**src/rtl/adder_tree_sched_pkg.sv**
```systemverilog
// adder_tree_sched shared types: FSM state enum, tree lane count,
// and the accumulator width derivation.
package adder_tree_sched_pkg;

    typedef enum logic [1:0] {
        IDLE,
        BURST,
        DRAIN,
        OUT
    } state_e;

    localparam int LANES = 8;

    // Tree output is aw+3 bits; accumulating mb beats adds log2(mb) bits.
    function automatic int acc_width(input int aw, input int mb);
        return aw + 3 + $clog2(mb);
    endfunction

endpackage

```
**src/rtl/adder_tree_sched_tree.sv**
```systemverilog
// reduce_tree8: combinational 8-lane unsigned sum, +1 bit per level.
// Ports: lanes (8 x W, lane 0 at LSBs) -> sum (W+3 bits).
module reduce_tree8
    import adder_tree_sched_pkg::*;
#(
    parameter int W = 8
) (
    input  logic [LANES*W-1:0] lanes,
    output logic [W+2:0]       sum
);

    logic [W:0]   l1 [4];
    logic [W+1:0] l2 [2];

    always_comb begin
        for (int i = 0; i < 4; i++) begin
            l1[i] = {1'b0, lanes[(2*i)*W +: W]}
                  + {1'b0, lanes[(2*i+1)*W +: W]};
        end
        for (int j = 0; j < 2; j++) begin
            l2[j] = {1'b0, l1[2*j]} + {1'b0, l1[2*j+1]};
        end
        sum = {1'b0, l2[0]} + {1'b0, l2[1]};
    end

endmodule

```
**src/rtl/adder_tree_sched.sv**
```systemverilog
// adder_tree_sched: round-robin share of one 8-lane adder tree.
// Ports: req_valid/ready/data/last per requester in; res_* tagged
// burst total out on a valid/ready port. clk, async reset_n.
module adder_tree_sched
    import adder_tree_sched_pkg::*;
#(
    parameter int ADDER_WIDTH = 8,
    parameter int NUM_REQ     = 4,
    parameter int MAX_BEATS   = 16,
    localparam int ACC_WIDTH  = acc_width(ADDER_WIDTH, MAX_BEATS),
    localparam int IDW        = $clog2(NUM_REQ),
    localparam int BW         = $clog2(MAX_BEATS) + 1
) (
    input  logic                               clk,
    input  logic                               reset_n,
    input  logic [NUM_REQ-1:0]                 req_valid,
    output logic [NUM_REQ-1:0]                 req_ready,
    input  logic [NUM_REQ*LANES*ADDER_WIDTH-1:0] req_data,
    input  logic [NUM_REQ-1:0]                 req_last,
    output logic                               res_valid,
    input  logic                               res_ready,
    output logic [ACC_WIDTH-1:0]               res_sum,
    output logic [IDW-1:0]                     res_id,
    output logic [BW-1:0]                      res_beats,
    output logic                               res_trunc
);

    localparam int LW = LANES * ADDER_WIDTH;
    localparam int TW = ADDER_WIDTH + 3;

    state_e               state_q, state_d;
    logic [IDW-1:0]       rr_ptr, grant_id, pick;
    logic                 found;
    logic [BW-1:0]        beat_cnt;
    logic [LW-1:0]        s1_lanes;
    logic                 s1_valid, s1_first;
    logic [ACC_WIDTH-1:0] acc;
    logic                 trunc_q;
    logic [TW-1:0]        tree_sum;
    logic [LW-1:0]        lanes_arr [NUM_REQ];
    logic [LW-1:0]        grant_lanes;
    logic                 accept, hit_max, last_in;

    always_comb begin
        for (int r = 0; r < NUM_REQ; r++) begin
            lanes_arr[r] = req_data[r*LW +: LW];
        end
    end

    assign grant_lanes = lanes_arr[grant_id];
    assign last_in     = req_last[grant_id];
    assign accept      = (state_q == BURST) && req_valid[grant_id];
    assign hit_max     = (beat_cnt == BW'(MAX_BEATS - 1));

    // First valid requester at or above rr_ptr, wrapping.
    always_comb begin
        int idx;
        found = 1'b0;
        pick  = '0;
        idx   = 0;
        for (int i = 0; i < NUM_REQ; i++) begin
            idx = int'(rr_ptr) + i;
            if (idx >= NUM_REQ) idx = idx - NUM_REQ;
            if (!found && req_valid[IDW'(idx)]) begin
                found = 1'b1;
                pick  = IDW'(idx);
            end
        end
    end

    reduce_tree8 #(.W(ADDER_WIDTH)) u_tree (
        .lanes (s1_lanes),
        .sum   (tree_sum)
    );

    always_ff @(posedge clk or negedge reset_n) begin
        if (!reset_n) state_q <= IDLE;
        else          state_q <= state_d;
    end

    always_comb begin
        state_d   = state_q;
        req_ready = '0;
        res_valid = 1'b0;
        unique case (state_q)
            IDLE: begin
                if (found) state_d = BURST;
            end
            BURST: begin
                req_ready[grant_id] = 1'b1;
                if (accept && (last_in || hit_max)) state_d = DRAIN;
            end
            DRAIN: begin
                state_d = OUT;
            end
            OUT: begin
                res_valid = 1'b1;
                if (res_ready) state_d = IDLE;
            end
            default: state_d = IDLE;
        endcase
    end

    always_ff @(posedge clk or negedge reset_n) begin
        if (!reset_n) begin
            rr_ptr   <= '0;
            grant_id <= '0;
            beat_cnt <= '0;
            s1_lanes <= '0;
            s1_valid <= 1'b0;
            s1_first <= 1'b0;
            acc      <= '0;
            trunc_q  <= 1'b0;
        end else begin
            s1_valid <= accept;
            if (accept) begin
                s1_lanes <= grant_lanes;
                s1_first <= (beat_cnt == '0);
                beat_cnt <= beat_cnt + BW'(1);
                // Limit hit on the same beat as last is a normal end.
                if (last_in)      trunc_q <= 1'b0;
                else if (hit_max) trunc_q <= 1'b1;
            end
            // First beat loads, so no separate clear between bursts.
            if (s1_valid) begin
                acc <= s1_first ? ACC_WIDTH'(tree_sum)
                                : acc + ACC_WIDTH'(tree_sum);
            end
            if (state_q == IDLE && found) begin
                grant_id <= pick;
                beat_cnt <= '0;
                trunc_q  <= 1'b0;
            end
            if (state_q == OUT && res_ready) begin
                rr_ptr <= (grant_id == IDW'(NUM_REQ - 1))
                        ? '0 : grant_id + IDW'(1);
            end
        end
    end

    assign res_sum   = acc;
    assign res_id    = grant_id;
    assign res_beats = beat_cnt;
    assign res_trunc = trunc_q;

endmodule

```
**config.mk**
```make
export PLATFORM = sky130hd
export DESIGN_NAME = adder_tree_sched
export DESIGN_NICKNAME = d
export VERILOG_FILES = /design/src/rtl/adder_tree_sched_pkg.sv /design/src/rtl/adder_tree_sched_tree.sv /design/src/rtl/adder_tree_sched.sv
export SDC_FILE = /design/constraint.sdc
export NUM_CORES = 1
export LEC_CHECK = 0
export CAP_MARGIN = 20
export CORE_ASPECT_RATIO = 1.5
export CORE_MARGIN = 10
export CORE_UTILIZATION = 41
export DETAILED_ROUTE_END_ITERATION = 8
export PLACE_DENSITY = 0.79
export SKIP_LAST_GASP = 1
export SYNTH_ARGS = -nofsm -noshare
export SYNTH_HDL_FRONTEND = slang
export SYNTH_SLANG_ARGS = --single-unit
```
**constraint.sdc**
```tcl
create_clock -name clk -period 5.5 [get_ports clk]
set_clock_uncertainty 0.15 [all_clocks]
set_input_delay 0.825 -clock clk [delete_from_list [all_inputs] [get_ports clk]]
set_output_delay 0.825 -clock clk [all_outputs]
set_load 0.03 [all_outputs]
```
==> flow_summary_export.csv <==
group,metric,value,unit
run_status,status,"finished clean",
drt,dr.pass1.iters,4,
clock_tree,clk_pin_slew,0.07,ns
worst_setup_path,critPathMaxFanout,3,
floorplan,die_x,130,um
worst_setup_path,startpoint,"s1_lanes[42]$_DFFE_PN0P_",
global_route,antenna_found_initial,0,
timing,max_slew_margin,0.442,
floorplan,placementRows,60,
final_layout,layout.nets,1357,
drt,wire_per_inst,19.8,um
synthesis,async_flop_share,1.00,
floorplan,initial_core_util,0.417,
clock_tree,max-clock-path-buffers,2,
drt,postRouteAntennaNets,0,
timing,timing.final.crit_share,0.992,
drt,drt-total-wl,24300,um
placed_design,io_buffers,294,
worst_setup_path,reg2reg_setup_slack,0.05,ns
synthesis,yosysTopAreaCell,"dfrtp_1",
clock_tree,numCtsBuffers,9,
clock_tree,cts_sinks,93,
drt,num_vias,6365,
timing,slew_viol_final,0,
timing,fin_crit,5.45,ns
final_layout,diodes,0,
worst_setup_path,rr_worst_depth,19,
synthesis,synthTopCellsByArea,"dfrtp_1, mux4_2, fa_1",
synthesis,ys.flop_type,"dfrtp_1",
synthesis,synth.net_count,1064,
synthesis,synth_edf_count,0,
global_route,grt_start_max_net_pins,63,
floorplan,ioPinCount,295,
worst_setup_path,crit_arrival,5.53,ns
timing,setup_viol,0,
placed_design,hpwlAfterDp,20200,um
drt,drt_iter0_drc,324,
drt,drc,0,
min_path,hp-class,"in -> async",
clock_tree,clockRootBuffer,"clkbuf_16",
synthesis,synth_cell_types,48,
synthesis,syn_area_per_cell,10.5,um^2
synthesis,ys_seq_elements,93,
synthesis,synthCells,714,
worst_setup_path,endpoint,"res_sum[13]$_DFFE_PN0P_",
floorplan,die_h,185,um
final_layout,area_growth,48.0,%
timing,max_freq,183,MHz
flow_run,maxCapViolCount,0,
synthesis,ys.warnings.count,0,
floorplan,core,17900,um^2
final_layout,final_util,0.616,
synthesis,syn_area,7470,um^2
global_route,grt_usage,0.201,
timing,rsz0062_at_grt,"true",
global_route,grt_pass1_wl,37300,um
timing,tightest_slew,0.837,ns
global_route,first_global_vias,7150,
worst_setup_path,crit_path_end_kind,"flop",
worst_setup_path,worstPathRequired,5.57,ns
floorplan,fp.dieArea,24100,um^2
global_route,grt-ovfl-total,0,
clock_tree,cts_tree,"yes",
worst_setup_path,cp-start-kind,"flop",
worst_setup_path,r2r-start,"s1_lanes[42]$_DFFE_PN0P_",
clock_tree,h-tree-depth,3,
placed_design,place.gp.congestion,0.843,
clock_tree,clk_latency,0.34,ns
worst_setup_path,worstSetupPathType,"reg -> reg",
synthesis,yosysSeqAreaShare,0.311,
drt,via_per_inst,5.18,
final_layout,final_layout_size_suffix_gt1_frac,0.136,
synthesis,synth_top_area_share,0.311,
clock_tree,hold_buffers,0,
timing,hold_violations,0,
worst_setup_path,reg2reg_to,"res_sum[13]$_DFFE_PN0P_",
## synth_stat cells (6+ instances only)
master and number:
inv_1 116, a21oi_1 31, xnor2_1 12, xor2_1 6, o21ai_0 49, mux2i_1 6, buf_2 16, and2_1 6
o21ai_1 14, ha_1 35, nand2_1 126, clkbuf_1 12, mux4_2 66, nor2_1 18, dfrtp_1 93, fa_1 48
## stage by stage
stage               setup TNS [ns]  area, um^2  setup WS, ns  std cells  hold WS (ns)
finish                           0       11100        0.0458       1228         0.255
global route                -0.282       11100        -0.151       1228         0.266
CTS                              0       10900       0.00234       1223         0.262
detailed placement          -0.124       10600        -0.124       1205         0.339
floorplan                        0        7490        0.0166        714         0.300
global placement           -0.0386       10600       -0.0386       1205         0.321
## logic make-up after synthesis
group / after synthesis / synth area share
multiplexers: 74 / 0.210
adder cells (fa/ha/maj): 83 / 0.187
flip-flops: 93 / 0.311
buffers and inverters: 151 / 0.0810
AO/OA/AOI/OAI: 119 / 0.0899
AND/OR/NAND/NOR: 176 / 0.0996
XOR/XNOR: 18 / 0.0211
## layer usage
layer | wire length (um) | track usage
met4 | 460 | 0.0478
met1 | 8520 | 0.213
met3 | 1460 | 0.0552
met5 | 0 | 0
met2 | 13800 | 0.379
## sequential cells by signal (all words and copies together), names as in the netlist
signal	cells
res_trunc	1
s1_valid	1
s1_lanes	64
s1_first	1
res_id	2
res_beats	5
state_q	2
rr_ptr	2
res_sum	15
## cell type report
type                            count  area (um^2)
Clock inverter                      4         32.5
Sequential cell                    93         2330
Timing Repair Buffer              315         3100
Clock buffer                       11          233
Multi-Input combinational cell    470         4650
Fill cell                        1454         6880
Inverter                          118          444
Tap cell                          217          272
## critical path, cell delays in order, from the launching register on
cell	delay [ns]
dfrtp_1	0.34
inv_2	0.05
fa_1	0.57
inv_2	0.05
fa_2	0.57
fa_1	0.44
fa_1	0.47
ha_2	0.21
fa_2	0.33
a21o_1	0.19
a311o_1	0.27
a21oi_2	0.19
xnor2_2	0.11
ha_4	0.30
buf_4	0.10
nand4_1	0.13
a31oi_2	0.25
o21ai_2	0.10
buf_4	0.14
a311o_2	0.37
## timing repair
action,CTS,global route
setup endpoints to repair,4,6
pin swaps,16,14
setup buffers,3,6
gates resized for setup,6,21
## layout by cell type (no fill, tap or decap), types with 16 or more instances in the layout
cell,instances
a21oi_1,26
mux4_2,66
o21ai_0,44
inv_1,108
buf_4,22
o21ai_1,16
clkdlybuf4s50_1,293
ha_1,31
nor2_1,18
nand2_1,125
fa_1,46
dfrtp_1,91
## how the worst min path moves through the flow
stage / slack, ns / end / from
5_1_grt: 0.27 / s1_lanes[13]$_DFFE_PN0P_ / reset_n
3_5_place_dp: 0.34 / s1_lanes[23]$_DFFE_PN0P_ / s1_lanes[23]$_DFFE_PN0P_
3_3_place_gp: 0.32 / s1_lanes[48]$_DFFE_PN0P_ / s1_lanes[48]$_DFFE_PN0P_
4_1_cts: 0.26 / s1_lanes[13]$_DFFE_PN0P_ / reset_n
2_1_floorplan: 0.30 / s1_lanes[56]$_DFFE_PN0P_ / s1_lanes[56]$_DFFE_PN0P_
6_report: 0.25 / s1_lanes[22]$_DFFE_PN0P_ / reset_n
Power is not shown: default switching activity piles up to over one toggle a cycle in this logic, so the estimate is an artifact.
